## config.mk

```make
export PLATFORM = sky130hd
export DESIGN_NAME = vend_controller
export DESIGN_NICKNAME = d
export VERILOG_FILES = /design/src/rtl/vend_controller.sv
export SDC_FILE = /design/constraint.sdc
export NUM_CORES = 1
export LEC_CHECK = 0
export BUFFER_PORTS_ARGS = -buffer_cell sky130_fd_sc_hd__buf_2
export CORE_MARGIN = 5
export CORE_UTILIZATION = 25
export CTS_BUF_LIST = sky130_fd_sc_hd__clkbuf_4
export DETAILED_ROUTE_END_ITERATION = 8
export PLACE_DENSITY_LB_ADDON = 0.15
export SYNTH_ARGS = -nofsm -noshare
export SYNTH_HDL_FRONTEND = slang
export SYNTH_SLANG_ARGS = --single-unit
```

## constraint.sdc

```tcl
create_clock -name clk -period 3.3 [get_ports clk]
set_input_delay 0.66 -clock clk [delete_from_list [all_inputs] [get_ports clk]]
set_output_delay 0.66 -clock clk [all_outputs]
set_load 0.05 [all_outputs]
```

## src/rtl/vend_controller.sv

```systemverilog
// Purpose: vending transaction sequencer that tracks coin credit, looks up item stock and price, dispenses the item and pays out change.
// Latency: a selection accepted with enough credit gives LOOKUP, then EVAL, then dispense_pulse 3 cycles later and change_valid 4 cycles later.
// Backpressure: cfg/sel/coin ready flags are state decodes; config wins over a selection in IDLE, and coins are dropped outside IDLE/COLLECT.
module vend_controller #(
    parameter int NUM_ITEMS      = 1024,
    parameter int ADDR_W         = $clog2(NUM_ITEMS),
    parameter int TIMEOUT_CYCLES = 1000000
) (
    input  logic              clk,
    input  logic              rst,
    input  logic              cfg_we,
    input  logic [ADDR_W-1:0] cfg_addr,
    input  logic [7:0]        cfg_dispensed,
    input  logic [7:0]        cfg_count,
    input  logic [15:0]       cfg_price,
    output logic              cfg_ready,
    input  logic              sel_valid,
    input  logic [ADDR_W-1:0] sel_item,
    output logic              sel_ready,
    input  logic              coin_valid,
    input  logic [15:0]       coin_value,
    output logic              coin_ready,
    input  logic              cancel,
    output logic              mem_we,
    output logic              mem_dispense_valid,
    output logic [ADDR_W-1:0] mem_addr,
    output logic [7:0]        mem_dispensed,
    output logic [7:0]        mem_count,
    output logic [15:0]       mem_price,
    input  logic [31:0]       mem_rdata,
    output logic              dispense_pulse,
    output logic [ADDR_W-1:0] dispense_item,
    output logic              change_valid,
    output logic [15:0]       change_amount,
    output logic              err_sold_out,
    output logic              err_bad_item,
    output logic              busy
);

    typedef enum logic [2:0] {
        S_IDLE,
        S_LOOKUP,
        S_EVAL,
        S_COLLECT,
        S_VEND,
        S_CHANGE
    } state_t;

    state_t            state;
    logic [15:0]       balance;
    logic [ADDR_W-1:0] item;
    logic [15:0]       price_r;
    logic [31:0]       tmo_cnt;

    logic              coin_acc;
    logic              sel_acc;
    logic              sel_bad;
    logic [16:0]       coin_sum;
    logic [15:0]       bal_plus;
    logic [7:0]        rd_count;
    logic [15:0]       rd_price;
    logic              tmo_last;
    logic              unused_rdata;

    // The dispensed byte of the read word is never needed by the sequencer.
    assign unused_rdata = ^mem_rdata[31:24];

    // Port decodes: config and selections only in IDLE, coins in IDLE and COLLECT.
    assign cfg_ready          = (state == S_IDLE);
    assign sel_ready          = (state == S_IDLE) && !cfg_we;
    assign coin_ready         = (state == S_IDLE) || (state == S_COLLECT);
    assign mem_we             = (state == S_IDLE) && cfg_we;
    assign mem_dispense_valid = (state == S_VEND);
    assign mem_addr           = (state == S_IDLE) ? cfg_addr : item;
    assign mem_dispensed      = cfg_dispensed;
    assign mem_count          = cfg_count;
    assign mem_price          = cfg_price;
    assign dispense_pulse     = (state == S_VEND);
    assign dispense_item      = item;
    assign change_valid       = (state == S_CHANGE);
    assign change_amount      = (state == S_CHANGE) ? balance : 16'd0;
    assign busy               = (state != S_IDLE);

    // Credit after any accepted coin (saturating), selection checks and read-data fields.
    always_comb begin
        coin_acc = coin_valid && coin_ready;
        sel_acc  = sel_valid && sel_ready;
        sel_bad  = (32'(sel_item) >= 32'(NUM_ITEMS));
        coin_sum = {1'b0, balance} + {1'b0, coin_value};
        bal_plus = balance;
        if (coin_acc) begin
            bal_plus = coin_sum[16] ? 16'hFFFF : coin_sum[15:0];
        end
        rd_count = mem_rdata[23:16];
        rd_price = mem_rdata[15:0];
        tmo_last = (tmo_cnt == 32'(TIMEOUT_CYCLES - 1));
    end

    // Transaction FSM with balance, latched item/price, timeout counter and error pulses.
    always_ff @(posedge clk) begin
        if (rst) begin
            state        <= S_IDLE;
            balance      <= 16'd0;
            item         <= '0;
            price_r      <= 16'd0;
            tmo_cnt      <= 32'd0;
            err_sold_out <= 1'b0;
            err_bad_item <= 1'b0;
        end else begin
            err_sold_out <= 1'b0;
            err_bad_item <= 1'b0;
            case (state)
                S_IDLE: begin
                    balance <= bal_plus;
                    if (sel_acc) begin
                        if (sel_bad) begin
                            err_bad_item <= 1'b1;
                        end else begin
                            item  <= sel_item;
                            state <= S_LOOKUP;
                        end
                    end else if (cancel && (balance != 16'd0)) begin
                        state <= S_CHANGE;
                    end
                end
                S_LOOKUP: begin
                    state <= S_EVAL;
                end
                S_EVAL: begin
                    price_r <= rd_price;
                    if (rd_count == 8'd0) begin
                        err_sold_out <= 1'b1;
                        state        <= (balance != 16'd0) ? S_CHANGE : S_IDLE;
                    end else if (balance >= rd_price) begin
                        state <= S_VEND;
                    end else begin
                        tmo_cnt <= 32'd0;
                        state   <= S_COLLECT;
                    end
                end
                S_COLLECT: begin
                    balance <= bal_plus;
                    tmo_cnt <= coin_acc ? 32'd0 : tmo_cnt + 32'd1;
                    if (cancel) begin
                        state <= S_CHANGE;
                    end else if (balance >= price_r) begin
                        state <= S_VEND;
                    end else if (!coin_acc && tmo_last) begin
                        state <= (balance != 16'd0) ? S_CHANGE : S_IDLE;
                    end
                end
                S_VEND: begin
                    balance <= (balance >= price_r) ? (balance - price_r) : 16'd0;
                    state   <= (balance > price_r) ? S_CHANGE : S_IDLE;
                end
                S_CHANGE: begin
                    balance <= 16'd0;
                    state   <= S_IDLE;
                end
                default: begin
                    state <= S_IDLE;
                end
            endcase
        end
    end

endmodule

```

; Yosys cells after proc, flatten, opt, wreduce, memory -nomap -nowiden
; Cells that the tools add are included.
[word_totals]
ff_bits = 78
input_bits = 106
output_inout_bits = 78
[op_classes]
add_sub_neg = 3
n_lt_le_gt_ge = 3
eq_ne = 11
mux = 21
bitwise = 1
reduce_logical = 21
[ops]
columns = cell, count
row1 = 2-to-1 mux 32 bit, 3
row2 = 2-to-1 mux 16 bit, 4
row3 = one-hot mux 32 bit (2 select lines), 1
row4 = one-hot mux 16 bit (3 select lines), 1
row5 = adder 32 x 1 -> 32 bit (second input constant), 1
row6 = == test 32 x 20 -> 1 bit (second input constant), 1
row7 = >= comparator 16 bit, 2
row8 = 2-to-1 mux 3 bit, 9
row9 = adder 16 x 16 -> 17 bit, 1
row10 = greater-than comparator 16 bit, 1
row11 = nonzero test 16 bit, 1
row12 = subtractor 16 bit, 1
row13 = one-hot mux 3 bit (5 select lines), 1
row14 = 2-to-1 mux 10 bit, 1
row15 = logical NOT 8 bit, 1
row16 = == test 3 x 2 -> 1 bit (second input constant), 2
row17 = == test 3 bit (second input constant), 2
row18 = logical AND 1 bit, 6
row19 = AND reduction 2 bit, 3
row20 = nonzero test 3 bit, 2
row21 = != test 2 bit (second input constant), 2
row22 = != test 4 x 2 -> 1 bit (second input constant), 1
row23 = OR reduction 2 bit, 2
row24 = == test 3 x 1 -> 1 bit (second input constant), 1
row25 = 9 further kinds, 10

; Longest topological paths before layout
[depth]
word_depth = 9
ltp_mapped = 14

; Worst setup path before layout
; No wires, ideal clock.
[synth_path]
kind = input-to-reg
startpoint = input port coin_value[6]
endpoint = register balance[15]
arrival_time_ps = 2726
path_slack_ps = 456
cell_stages = 10
path_buffers = 1
path_cell_list = ha_1 > clkbuf_2 > a2111oi_0 > o21ai_0 > a41oi_2 > o21ai_2 > o41ai_2 > xnor2_1 > nand3_1 > a32o_1
[synth_between]
elab_chain_cells = 4
[synth_lines]
columns = element, line_no
row1 = "start, declared", 21  ; input logic [15:0] coin_value,
row2 = adder 16 x 16 -> 17 bit, 89  ; coin_sum = {1'b0, balance} + {1'b0, coin_value};
row3 = 2-to-1 mux 16 bit, 92  ; bal_plus = coin_sum[16] ? 16'hFFFF : coin_sum[15:0];
row4 = 2-to-1 mux 16 bit, 91  ; if (coin_acc) begin
row5 = one-hot mux 16 bit (3 select lines), 112  ; case (state)
row6 = "end signal, assigned", 114  ; balance <= bal_plus;
row7 = "end signal, assigned", 142  ; balance <= bal_plus;
row8 = "end signal, assigned", 153  ; balance <= (balance >= price_r) ? (balance - price_r) : 16'd0;
row9 = "end, declared", 50  ; logic [15:0] balance;
; Every way passes these cells. The select of a mux whose other input is x is not followed.
; A chain may end at the register's enable or synchronous reset.

; Worst setup path after layout
[layout_path]
startpoint = register balance[0]
endpoint = register balance[14]
[layout_between]
elab_chain_cells = 4
word_cells_on_any_way = 7
cone_classes = 2 x add/sub / 1 x order compare / 4 x mux
[layout_lines]
columns = element, line_no
row1 = adder 16 x 16 -> 17 bit, 89
row2 = 2-to-1 mux 16 bit, 92
row3 = 2-to-1 mux 16 bit, 91
row4 = one-hot mux 16 bit (3 select lines) *, 112
; Mark *: on every way between the ends. The rest lies on a longest branch, timed or not. The select of a mux whose other input is x is not followed.

==> key figures <==
Power
  – Pleak: 0.00305 uW
  – Cell area power density: 906 nW/um^2
  – Tot Pwr: 6360 uW
  – VDD IR max: 0.348 mV

Routing
  – Final wirelength: 18800 um
  – Drt first pass iters: 4
  – Vias/cell: 4.72
  – DRC violations left: 0
  – Final ANT Viol Nets: 0
  – Starting DRT DRC Count: 261
  – DR WL/cell: 15.3 um
  – Via count: 5805

Floorplanning
  – Initial core utilization: 25.2%
  – # rows: 57
  – Full die area: 27500 um^2
  – Die Span Y: 166 um
  – Core box area: 24100 um^2
  – Die W: 166 um
  – IO Count: 184

Logic synthesis
  – Post-synthesis sequential area ratio: 25.7%
  – Synth unique cells: 68
  – Avg Cell Area, Syn: 7.45 um^2
  – Primary FF master, synth: dfxtp_1
  – EDFF count, synth: 0
  – Synthesized area: 6060 um^2
  – Asr flop ratio synth: 0%
  – Cells after synthesis: 814
  – Synthesized flop and latch total: 78
  – Yosys warnings: 0
  – Syn_nets: 971

STA
  – Clock skew: 0.0172 ns
  – FMAX: 335 MHz
  – Setup TNS: 0 ns
  – Fin. Hold Viols: 0
  – Least-Margin Pin Slew: 0.730 ns
  – Max-slew headroom: 51.4%
  – Final critical-path required period: 2.98 ns
  – Worst hold slack: 0.423 ns
  – Final Cycle Share: 90.3%
  – Max-slew violation count: 0
  – Endpoints failing setup: 0
  – RSZ-0062 raised after global routing: false

Placement
  – Placed Instances: 1215
  – Dpl hpwl: 14700 um
  – RePlAce Congestion: 0.789
  – Number of port buffers: 110

Global routing
  – Initial antenna violation count: 0
  – Largest net degree at the start of global routing: 56
  – Grt ovf: 0
  – Global-route wire length before repair: 30600 um
  – GRT Overall Usage: 13.5%
  – Vias in the first global route: 5662

Setup path
  – R2R setup slack: 0.32 ns
  – WP data required: 3.65 ns
  – R2r endpoint: balance[14]
  – Reg-to-Reg Start: balance[0]
  – Crit path arrival time: 3.33 ns
  – WS Path Type: reg -> reg
  – Crit. End Element: flip-flop
  – Startpoint Class: flip-flop
  – R2R cell count: 13
  – CP max FO: 4

Outcome
  – Status: finished, final reports clean

Finish
  – Fin nets: 1059
  – # diodes: 0
  – Fin cells: 1231
  – Fillers: 2760
  – Layout cells sized above 1: 20.0%
  – Area delta synth->final: 15.8%

Clock network
  – Skew-Pair Late Insertion Delay: 0.46 ns
  – Clock Sinks: 78
  – CTS tree: yes
  – Postcts setup bufs: 0
  – Num CTS Buffers: 9
  – H-tree depth: 3
  – CTS clk-pin slew, worst paths: 0.13 ns
  – CTS root buf: clkbuf_4
  – CTS Buffer Depth: 2

Worst hold path
  – Min-delay src: mem_rdata[14]
  – Worst hold path depth: 3
  – Hold crit path type: in -> reg
  – WHS Endpoint: price_r[14]

Flow run
  – Max_cap viols: 0
## cell usage after synthesis, drive strengths merged, types with 4 or more instances
| library cell | count | area share (%) |
|---|---|---|
| buf | 44 | 5.3 |
| nand2 | 126 | 7.8 |
| nor2 | 55 | 3.6 |
| o21ai | 29 | 2.5 |
| clkbuf | 23 | 1.4 |
| a221oi | 5 | 0.93 |
| a21o | 19 | 2.4 |
| nor2b | 6 | 0.62 |
| o211ai | 10 | 1.3 |
| or4 | 10 | 1.2 |
| o21a | 7 | 0.87 |
| nand2b | 8 | 0.83 |
| o31a | 4 | 0.58 |
| nor4 | 15 | 1.5 |
| nor3b | 4 | 0.50 |
| xor2 | 13 | 1.9 |
| o21bai | 5 | 0.62 |
| or3 | 8 | 0.83 |
| and3 | 18 | 1.9 |
| a21oi | 91 | 7.8 |
| xnor2 | 15 | 2.2 |
| o31ai | 10 | 1.3 |
| inv | 50 | 3.1 |
| dfxtp | 78 | 26 |
| and2 | 7 | 0.76 |
| nor3 | 20 | 1.7 |
| nand3 | 22 | 1.9 |
| or2 | 5 | 0.52 |
| nand4 | 9 | 0.93 |
| ha | 49 | 10 |
| a211oi | 18 | 2.3 |
## repair_timing
action | CTS | global route
gates resized for setup | 0 | 1
endpoints found under the setup margin | 0 | 1
hold buffers | 0 | 0
## metrics by stage
stage / util (%) / area (um^2) / setup WS, ns
floorplan: - / 6060 / 0.456
global placement: 28.6 / 6890 / 0.169
detailed placement: 28.6 / 6890 / 0.159
CTS: 29.1 / 7020 / 0.180
global route: 29.1 / 7020 / 0.0947
finish: 29.1 / 7020 / 0.319
## flip-flops by register name, summed over array words and instances (netlist names)
name,flops
balance,16
dispense_item,10
err_sold_out,1
price_r,16
state,3
tmo_cnt,32
## worst max path at each step
stage                   from           to  depth (start not counted)
3_3_place_gp    mem_rdata[9]  tmo_cnt[24]                         12
6_report          balance[0]  balance[14]                         13
2_1_floorplan  coin_value[6]  balance[15]                         10
4_1_cts           balance[0]   balance[0]                         12
3_5_place_dp    mem_rdata[9]  tmo_cnt[16]                         12
5_1_grt           balance[0]   balance[0]                         12
## cells in the final DEF, fill, tap and decap left out, types with 3 or more instances in the layout
master,netlist,routed
mux2i_1,3,3
clkbuf_4,0,11
a21oi_1,87,87
o21a_1,7,7
o21ai_0,27,26
o31a_1,4,4
and2_1,5,4
nor3b_1,4,4
buf_4,34,32
nor4_1,15,15
inv_1,50,50
xnor2_1,15,15
o21bai_1,5,5
a21o_1,19,19
buf_2,6,110
o31ai_1,9,9
a221oi_1,3,3
and2_2,2,3
nand2b_1,8,8
nand3_1,21,21
and3_1,18,18
nand2_1,125,125
a211oi_1,17,17
nor2_1,53,53
or4_1,10,10
a21oi_2,4,4
dfxtp_1,78,78
nor2b_1,6,6
ha_1,49,49
xor2_1,13,13
nand4_1,9,9
or2_1,3,3
or3_1,8,8
a31oi_1,3,3
o211ai_1,9,9
nor3_1,20,20
## worst max-delay path, cell delays in order (launching register included)
cell and delay, ns:
dfxtp_1 0.33, inv_1 0.12, ha_1 0.19, inv_1 0.05
fa_1 0.40, a21o_1 0.18, a21oi_2 0.22, o211a_1 0.21
buf_4 0.14, nor3_1 0.05, a2111oi_0 0.51, xnor2_1 0.14
a221oi_2 0.25, nor2_1 0.06
## layout make-up
cell class | instances | area [um^2] | share of cell area, %
clock buffers | 11 | 82.6 | 1.18
clock inverters | 5 | 50.0 | 0.713
inverters | 50 | 188 | 2.67
multi-input cells | 619 | 3910 | 55.6
flip-flops and latches | 78 | 1560 | 22.2
well taps | 324 | 405 | 5.77
repair buffers | 144 | 831 | 11.8
## per-layer routing
| metal | wire length, um | vias up | track usage [%] |
|---|---|---|---|
| met1 | 8980 | 2637 | 17.9 |
| met2 | 8840 | 114 | 22.9 |
| met5 | 0 | - | 0 |
| met3 | 879 | 13 | 2.31 |
| met4 | 138 | 0 | 3.30 |
| li1 | - | 3041 | - |
## logic make-up after synthesis
group	count (synthesis)	share of synthesized area, %
xor gates and xnor gates	28	4.04
other	1	0.0618
and+or+nand+nor	318	25.3
AOI/OAI and AO/OA	218	23.7
DFF	78	25.7
adders and majority gates	51	10.8
buffers and inverters	117	9.86
muxes	3	0.495
## where the power goes
part / internal, uW / switching (uW) / leakage (uW)
sequential: 1100 / 155 / 0.000634
combinational: 1740 / 2760 / 0.00235
clock: 242 / 365 / 0.0000719
Note: power is estimated with default switching activity, not from simulation.
